==> src/rtl/ffsr_pkg.sv <==
// rtl/ffsr_pkg.sv - shared FSM state type and count-width helper for the pulse bank
package ffsr_pkg;

    typedef enum logic {
        IDLE = 1'b0,
        EMIT = 1'b1
    } ffsr_state_t;

    function automatic int count_width(input int n);
        return $clog2(n + 1);
    endfunction

endpackage

==> src/rtl/ffsr_pulse_lane.sv <==
// rtl/ffsr_pulse_lane.sv - one thermometer lane: register, inc/dec/load, popcount
// Optional FFSR_INIT_CHECK_EN: normalises a non-thermometer init and flags it.
module ffsr_pulse_lane
    import ffsr_pkg::*;
#(
    parameter int INPUT_SIZE = 16,
    localparam int CW = count_width(INPUT_SIZE)
) (
    input  logic                  clk,
    input  logic                  rst,
    input  logic                  load,
    input  logic [INPUT_SIZE-1:0] init,
    input  logic                  inc,
    input  logic                  dec,
    output logic [INPUT_SIZE-1:0] value,
`ifdef FFSR_INIT_CHECK_EN
    output logic                  init_bad,
`endif
    output logic [CW-1:0]         count
);

    function automatic logic [CW-1:0] popcount(input logic [INPUT_SIZE-1:0] d);
        logic [CW-1:0] cnt;
        cnt = '0;
        for (int i = 0; i < INPUT_SIZE; i++) begin
            cnt = cnt + CW'(d[i]);
        end
        return cnt;
    endfunction

    logic [INPUT_SIZE-1:0] load_val;

`ifdef FFSR_INIT_CHECK_EN
    function automatic logic [INPUT_SIZE-1:0] therm(input logic [CW-1:0] k);
        logic [INPUT_SIZE-1:0] t;
        for (int i = 0; i < INPUT_SIZE; i++) begin
            t[i] = (i < int'(k));
        end
        return t;
    endfunction

    // A valid thermometer maps onto itself, so normalising every load is safe.
    assign load_val = therm(popcount(init));
    assign init_bad = load && (load_val != init);
`else
    assign load_val = init;
`endif

    // Shifting all-ones up or all-zeros down reproduces the same word, giving saturation for free.
    always_ff @(posedge clk) begin
        if (rst) begin
            value <= '0;
        end else if (load) begin
            value <= load_val;
        end else if (inc && !dec) begin
            value <= {value[INPUT_SIZE-2:0], 1'b1};
        end else if (dec && !inc) begin
            value <= {1'b0, value[INPUT_SIZE-1:1]};
        end
    end

    assign count = popcount(value);

endmodule

==> src/rtl/ffsr_pulse_bank.sv <==
// rtl/ffsr_pulse_bank.sv - bank of thermometer lanes with temporal spike emission window
// Optional FFSR_INIT_CHECK_EN: adds init_err for non-thermometer init lanes.
module ffsr_pulse_bank
    import ffsr_pkg::*;
#(
    parameter int INPUT_SIZE = 16,
    parameter int CHANNELS   = 4
) (
    input  logic                           clk,
    input  logic                           rst,
    input  logic                           load,
    input  logic [CHANNELS*INPUT_SIZE-1:0] init,
    input  logic [CHANNELS-1:0]            inc,
    input  logic [CHANNELS-1:0]            dec,
    input  logic                           fire,
    output logic [CHANNELS*INPUT_SIZE-1:0] out,
    output logic [CHANNELS-1:0]            spike,
    output logic                           busy,
`ifdef FFSR_INIT_CHECK_EN
    output logic                           init_err,
`endif
    output logic                           done
);

    localparam int            CW   = count_width(INPUT_SIZE);
    localparam logic [CW-1:0] LAST = CW'(INPUT_SIZE);

    logic [CHANNELS-1:0][CW-1:0] count;
    logic [CHANNELS-1:0][CW-1:0] snap;
    logic [CHANNELS-1:0][CW-1:0] snap_n;
    logic [CW-1:0]               t;
    logic [CW-1:0]               t_n;
    logic [CHANNELS-1:0]         spike_n;
    logic                        done_n;
    logic                        accept;
    ffsr_state_t                 state;
    ffsr_state_t                 state_n;
`ifdef FFSR_INIT_CHECK_EN
    logic [CHANNELS-1:0]         bad;
`endif

    for (genvar c = 0; c < CHANNELS; c++) begin : g_lane
        ffsr_pulse_lane #(
            .INPUT_SIZE(INPUT_SIZE)
        ) u_lane (
            .clk     (clk),
            .rst     (rst),
            .load    (load),
            .init    (init[c*INPUT_SIZE +: INPUT_SIZE]),
            .inc     (inc[c]),
            .dec     (dec[c]),
            .value   (out[c*INPUT_SIZE +: INPUT_SIZE]),
`ifdef FFSR_INIT_CHECK_EN
            .init_bad(bad[c]),
`endif
            .count   (count[c])
        );
    end

    always_ff @(posedge clk) begin
        if (rst) begin
            state <= IDLE;
        end else begin
            state <= state_n;
        end
    end

    always_comb begin
        state_n = state;
        case (state)
            IDLE:    if (fire) state_n = EMIT;
            EMIT:    if (t == LAST) state_n = IDLE;
            default: state_n = IDLE;
        endcase
    end

    // Spike/done are computed from the next timer value so the registered outputs line up with t.
    always_comb begin
        accept = (state == IDLE) && fire;
        snap_n = accept ? count : snap;
        if (accept) begin
            t_n = '0;
        end else if (state == EMIT && t != LAST) begin
            t_n = t + CW'(1);
        end else begin
            t_n = '0;
        end
        for (int c = 0; c < CHANNELS; c++) begin
            spike_n[c] = (state_n == EMIT) && (snap_n[c] == t_n);
        end
        done_n = (state_n == EMIT) && (t_n == LAST);
    end

    always_ff @(posedge clk) begin
        if (rst) begin
            t     <= '0;
            snap  <= '0;
            spike <= '0;
            done  <= 1'b0;
        end else begin
            t     <= t_n;
            snap  <= snap_n;
            spike <= spike_n;
            done  <= done_n;
        end
    end

    assign busy = (state == EMIT);

`ifdef FFSR_INIT_CHECK_EN
    always_ff @(posedge clk) begin
        if (rst) begin
            init_err <= 1'b0;
        end else begin
            init_err <= |bad;
        end
    end
`endif

endmodule
==> config.mk <==
export PLATFORM = sky130hd
export DESIGN_NAME = ffsr_pulse_bank
export DESIGN_NICKNAME = d
export VERILOG_FILES = /design/src/rtl/ffsr_pkg.sv /design/src/rtl/ffsr_pulse_lane.sv /design/src/rtl/ffsr_pulse_bank.sv
export SDC_FILE = /design/constraint.sdc
export NUM_CORES = 1
export LEC_CHECK = 0
export BUFFER_PORTS_ARGS = -buffer_cell sky130_fd_sc_hd__buf_2
export CAP_MARGIN = 15
export CORE_ASPECT_RATIO = 2
export CORE_MARGIN = 5
export CORE_UTILIZATION = 50
export DETAILED_ROUTE_END_ITERATION = 10
export GPL_TIMING_DRIVEN = 0
export PLACE_DENSITY = 0.78
export SLEW_MARGIN = 25
export SYNTH_ARGS = -nofsm -noshare
export SYNTH_HDL_FRONTEND = slang
export SYNTH_SLANG_ARGS = --single-unit
==> constraint.sdc <==
create_clock -name clk -period 4.3 [get_ports clk]
set_input_delay 0.86 -clock clk [delete_from_list [all_inputs] [get_ports clk]]
set_output_delay 0.86 -clock clk [all_outputs]
set_load 0.1 [all_outputs]
==> reports/results.tsv <==
stage	metric	value	unit
status	status	finished, violations left	
status	failed_checks	negative setup slack	
critical_path	cp_num_buf_inv	1	
final_layout	fillerInstances	1108	
clock_network	cts_sinks	95	
drt	drt-vias-per-instance	5.75	
placed_design	portBuffers	145	
power_and_ir_drop	power	3.56	mW
job	drv_cap	0	
power_and_ir_drop	static-leakage-power	3.28	nW
synth	synthMuxAreaShare	1.41	%
synth	synthXorXnorAreaFrac	2.75	%
critical_path	worstPathArrival	4.58	ns
drt	routedWlPerCell	18.0	um
global_routing	busiest_layer	met2	
synth	ys.flop_type	dfxtp_1	
drt	wl	20.0	mm
synth	yosysTopAreaCellShare	29.8	%
critical_path	end_kind	register	
clock_network	root_buffer	clkbuf_16	
global_routing	grt_max_degree	17	
synth	synth_fp_nets	928	
power_and_ir_drop	netSwitchingPower	1.55	mW
timing	maxSlewViolCount	0	
timing	finalSetupViolCount	1	
floorplan	io_pins	146	
critical_path	worstPathRequired	4.57	ns
global_routing	antenna_found_initial	0	
critical_path	cp_common_cell	fa_1	
drt	ant_nets	0	
clock_network	cts_buffers	9	
global_routing	grtUsageTotal	25.6	%
global_routing	use_met1	25.0	%
synth	synthAdderAreaFrac	16.9	%
critical_path	crit_type	register to register	
clock_network	cts-htree-levels	3	
floorplan	die_h	170	um
clock_network	clock_latency	0.36	ns
synth	syn_avg_cell_area	8.08	um2
synth	synth_area_leaders	dfxtp_1 (30%), o211ai_1 (13%), fa_1 (13%)	
floorplan	initial_core_util	50.8	%
drt	drcViolationCount	0	
timing	rsz0062_at_grt	true	
synth	synth-compound-area-share	22.5	%
synth	yosys.area_share.simple	17.8	%
final_layout	drive_above_1_share	23.9	%
critical_path	critPathMaxFanout	3	
power_and_ir_drop	seq_power_share	29.4	%
power_and_ir_drop	ir_drop	0.451	mV
synth	ys_warn_count	0	
clock_network	cts.reportedPaths.clkPinSlew	0.08	ns
critical_path	crit_chain	ha_4, inv_2, fa_1, fa_1, fa_1, fa_1, fa_2, fa_2, nor2b_4, nor3_1, a21oi_1, xor2_1, nor4_2	
synth	yosysSeqAreaShare	29.8	%
final_layout	synthToLayoutAreaGrowth	23.0	%
worst_hold_path	min_path_type	register to register	
timing	fin_crit_sh	100	%
drt	routed-via-count	6385	
global_routing	grt_pass1_vias	6733	
floorplan	rows	58	
timing	timing.slew.headroom	38.0	%
timing	fin_tns_setup	-0.0131	ns
critical_path	critPathMaxStageDelay	0.55	ns
power_and_ir_drop	powerDensity	454	nW/um2
timing	finalClockSkew	0.0145	ns
clock_network	cts_tree	yes	
critical_path	crit_family	adder cells	
floorplan	die-area	15300	um2
critical_path	critical_path.slowest_cell	fa_1	
timing	period_minus_slack	4.31	ns
power_and_ir_drop	intPower	2.01	mW
synth	synth_edf_count	0	
critical_path	start_kind	register	
synth	yosysUniqueCellTypes	43	
synth	synth_top_family_by_area	compound AO/OA/AOI/OAI gates	
placed_design	place_ws	-0.187	ns
synth	ys_ff_latch	95	
synth	synth.top_cells.by_count	nand2_1 (140), o211ai_1 (107), dfxtp_1 (95)	
synth	synthArstFlopShare	0	%
synth	synth_area	6380	um2
clock_network	ctsLongestPathBuffers	2	
final_layout	final_util	62.5	%
timing	max_freq	232	MHz
power_and_ir_drop	sw_frac_of_total	43.6	%
drt	drtIter0Drc	320	
global_routing	met3_usage	3.46	%
final_layout	seq_area	1990	um2
global_routing	overflow	0	
placed_design	hpwl	15.5	mm
final_layout	finalNetCount	1094	
final_layout	stdcell_count	1111	
global_routing	grt_pass1_wl	31.7	mm
power_and_ir_drop	clkPwrFrac	22.4	%
timing	setup_slack	-0.0131	ns
drt	dr.pass1.iters	7	
placed_design	place_congestion	0.938	
power_and_ir_drop	power_frac_comb	48.2	%
timing	hold_viol	0	
floorplan	core-area	12600	um2
global_routing	gr-usage-met2	49.5	%
timing	tightest_slew	0.923	ns
synth	synth_most_common_cell	nand2_1	
synth	syn_inst	790	
synth	synth_area_leader_cell	dfxtp_1	
floorplan	die_w	89.9	um
final_layout	diodes	0	
final_layout	multi_input_area	4020	um2
placed_design	dp.cells	1085	
-- routing by layer --
layer | share of wire [%] | wire length, um
met1 | 34 | 6780
met2 | 56 | 11200
met3 | 4.6 | 921
met4 | 5.1 | 1030
met5 | 0 | 0
-- stage by stage --
stage               hold WS, ns  instance area [um2]
CTS                       0.472                 7770
detailed placement        0.460                 7420
global placement          0.451                 7420
finish                    0.474                 7850
floorplan                 0.440                 6500
global route              0.489                 7850
-- cells by family after synthesis --
| logic type | after synthesis |
|---|---|
| AND/OR/NAND/NOR | 240 |
| AO/OA/AOI/OAI | 218 |
| buffers and inverters | 146 |
| flip-flops | 95 |
| adder cells (fa/ha/maj) | 62 |
| XOR/XNOR | 20 |
| multiplexers | 9 |
-- final timing paths --
path | endpoint | startpoint | slack [ns] | depth (start not counted)
worst min register to register | g_lane[0].u_lane.value[4] | g_lane[0].u_lane.value[4] | 0.47 | 2
worst max-delay path | spike[3] | g_lane[3].u_lane.value[1] | -0.01 | 13
worst min-delay path | g_lane[0].u_lane.value[4] | g_lane[0].u_lane.value[4] | 0.47 | 2
worst max register to register | spike[3] | g_lane[3].u_lane.value[1] | -0.01 | 13
-- power by group through the flow --
| stage | logic [mW] | registers (mW) | clock network, mW |
|---|---|---|---|
| 2_1_floorplan | 0.791 | 1.47 | 0 |
| 3_3_place_gp | 1.53 | 1.06 | 0 |
| 3_5_place_dp | 1.57 | 1.06 | 0 |
| 4_1_cts | 1.66 | 1.04 | 0.806 |
| 5_1_grt | 1.87 | 1.06 | 0.833 |
| 6_report | 1.71 | 1.05 | 0.798 |
-- repair_timing --
item                                    CTS  global route
setup buffers                             6             4
gates resized for setup                   6            16
endpoints found under the setup margin    4             6
hold buffers                              0             0
pin swaps                                 8             6
-- area by class of cell --
class | instances | area share, %
Multi-Input combinational cell | 549 | 51.3
Sequential cell | 95 | 25.3
Buffer | 51 | 2.66
Clock buffer | 12 | 3.28
Inverter | 95 | 4.54
Tap cell | 150 | 2.39
Clock inverter | 4 | 0.335
Timing Repair Buffer | 155 | 10.2
-- worst register-to-register path: cells and delay by family (launching register included) --
kind            cells  cell delay (ns)
fa+ha+maj           7             2.97
simple gates        3             0.57
flops               1             0.36
xor+xnor            1             0.21
compound gates      1             0.09
buf+inv             1             0.03
-- cell usage in the layout (no fill, tap or decap), types with 4 or more instances in the layout --
master and n:
nand2b_1 18, nor4bb_1 6, clkbuf_1 47, a21oi_1 76, o22ai_1 4, dfxtp_4 20
xnor2_1 5, nand3_1 10, o221ai_1 4, and2_1 5, clkbuf_16 10, nor3_1 9
inv_1 92, fa_1 34, buf_2 147, buf_4 10, nor2_1 18, nand2_1 140
a21oi_2 4, ha_1 19, o211ai_1 107, xor2_1 15, o21ai_0 9, nor2b_1 10
dfxtp_2 8, mux2i_1 9, dfxtp_1 67, fa_2 6
-- state kept, by name, indices dropped and copies added, names as in the netlist --
signal	flops
g_lane.u_lane.value	64
snap	20
t	5
spike	4
busy	1
done	1
No activity file was read; power rests on OpenSTA's default activity.
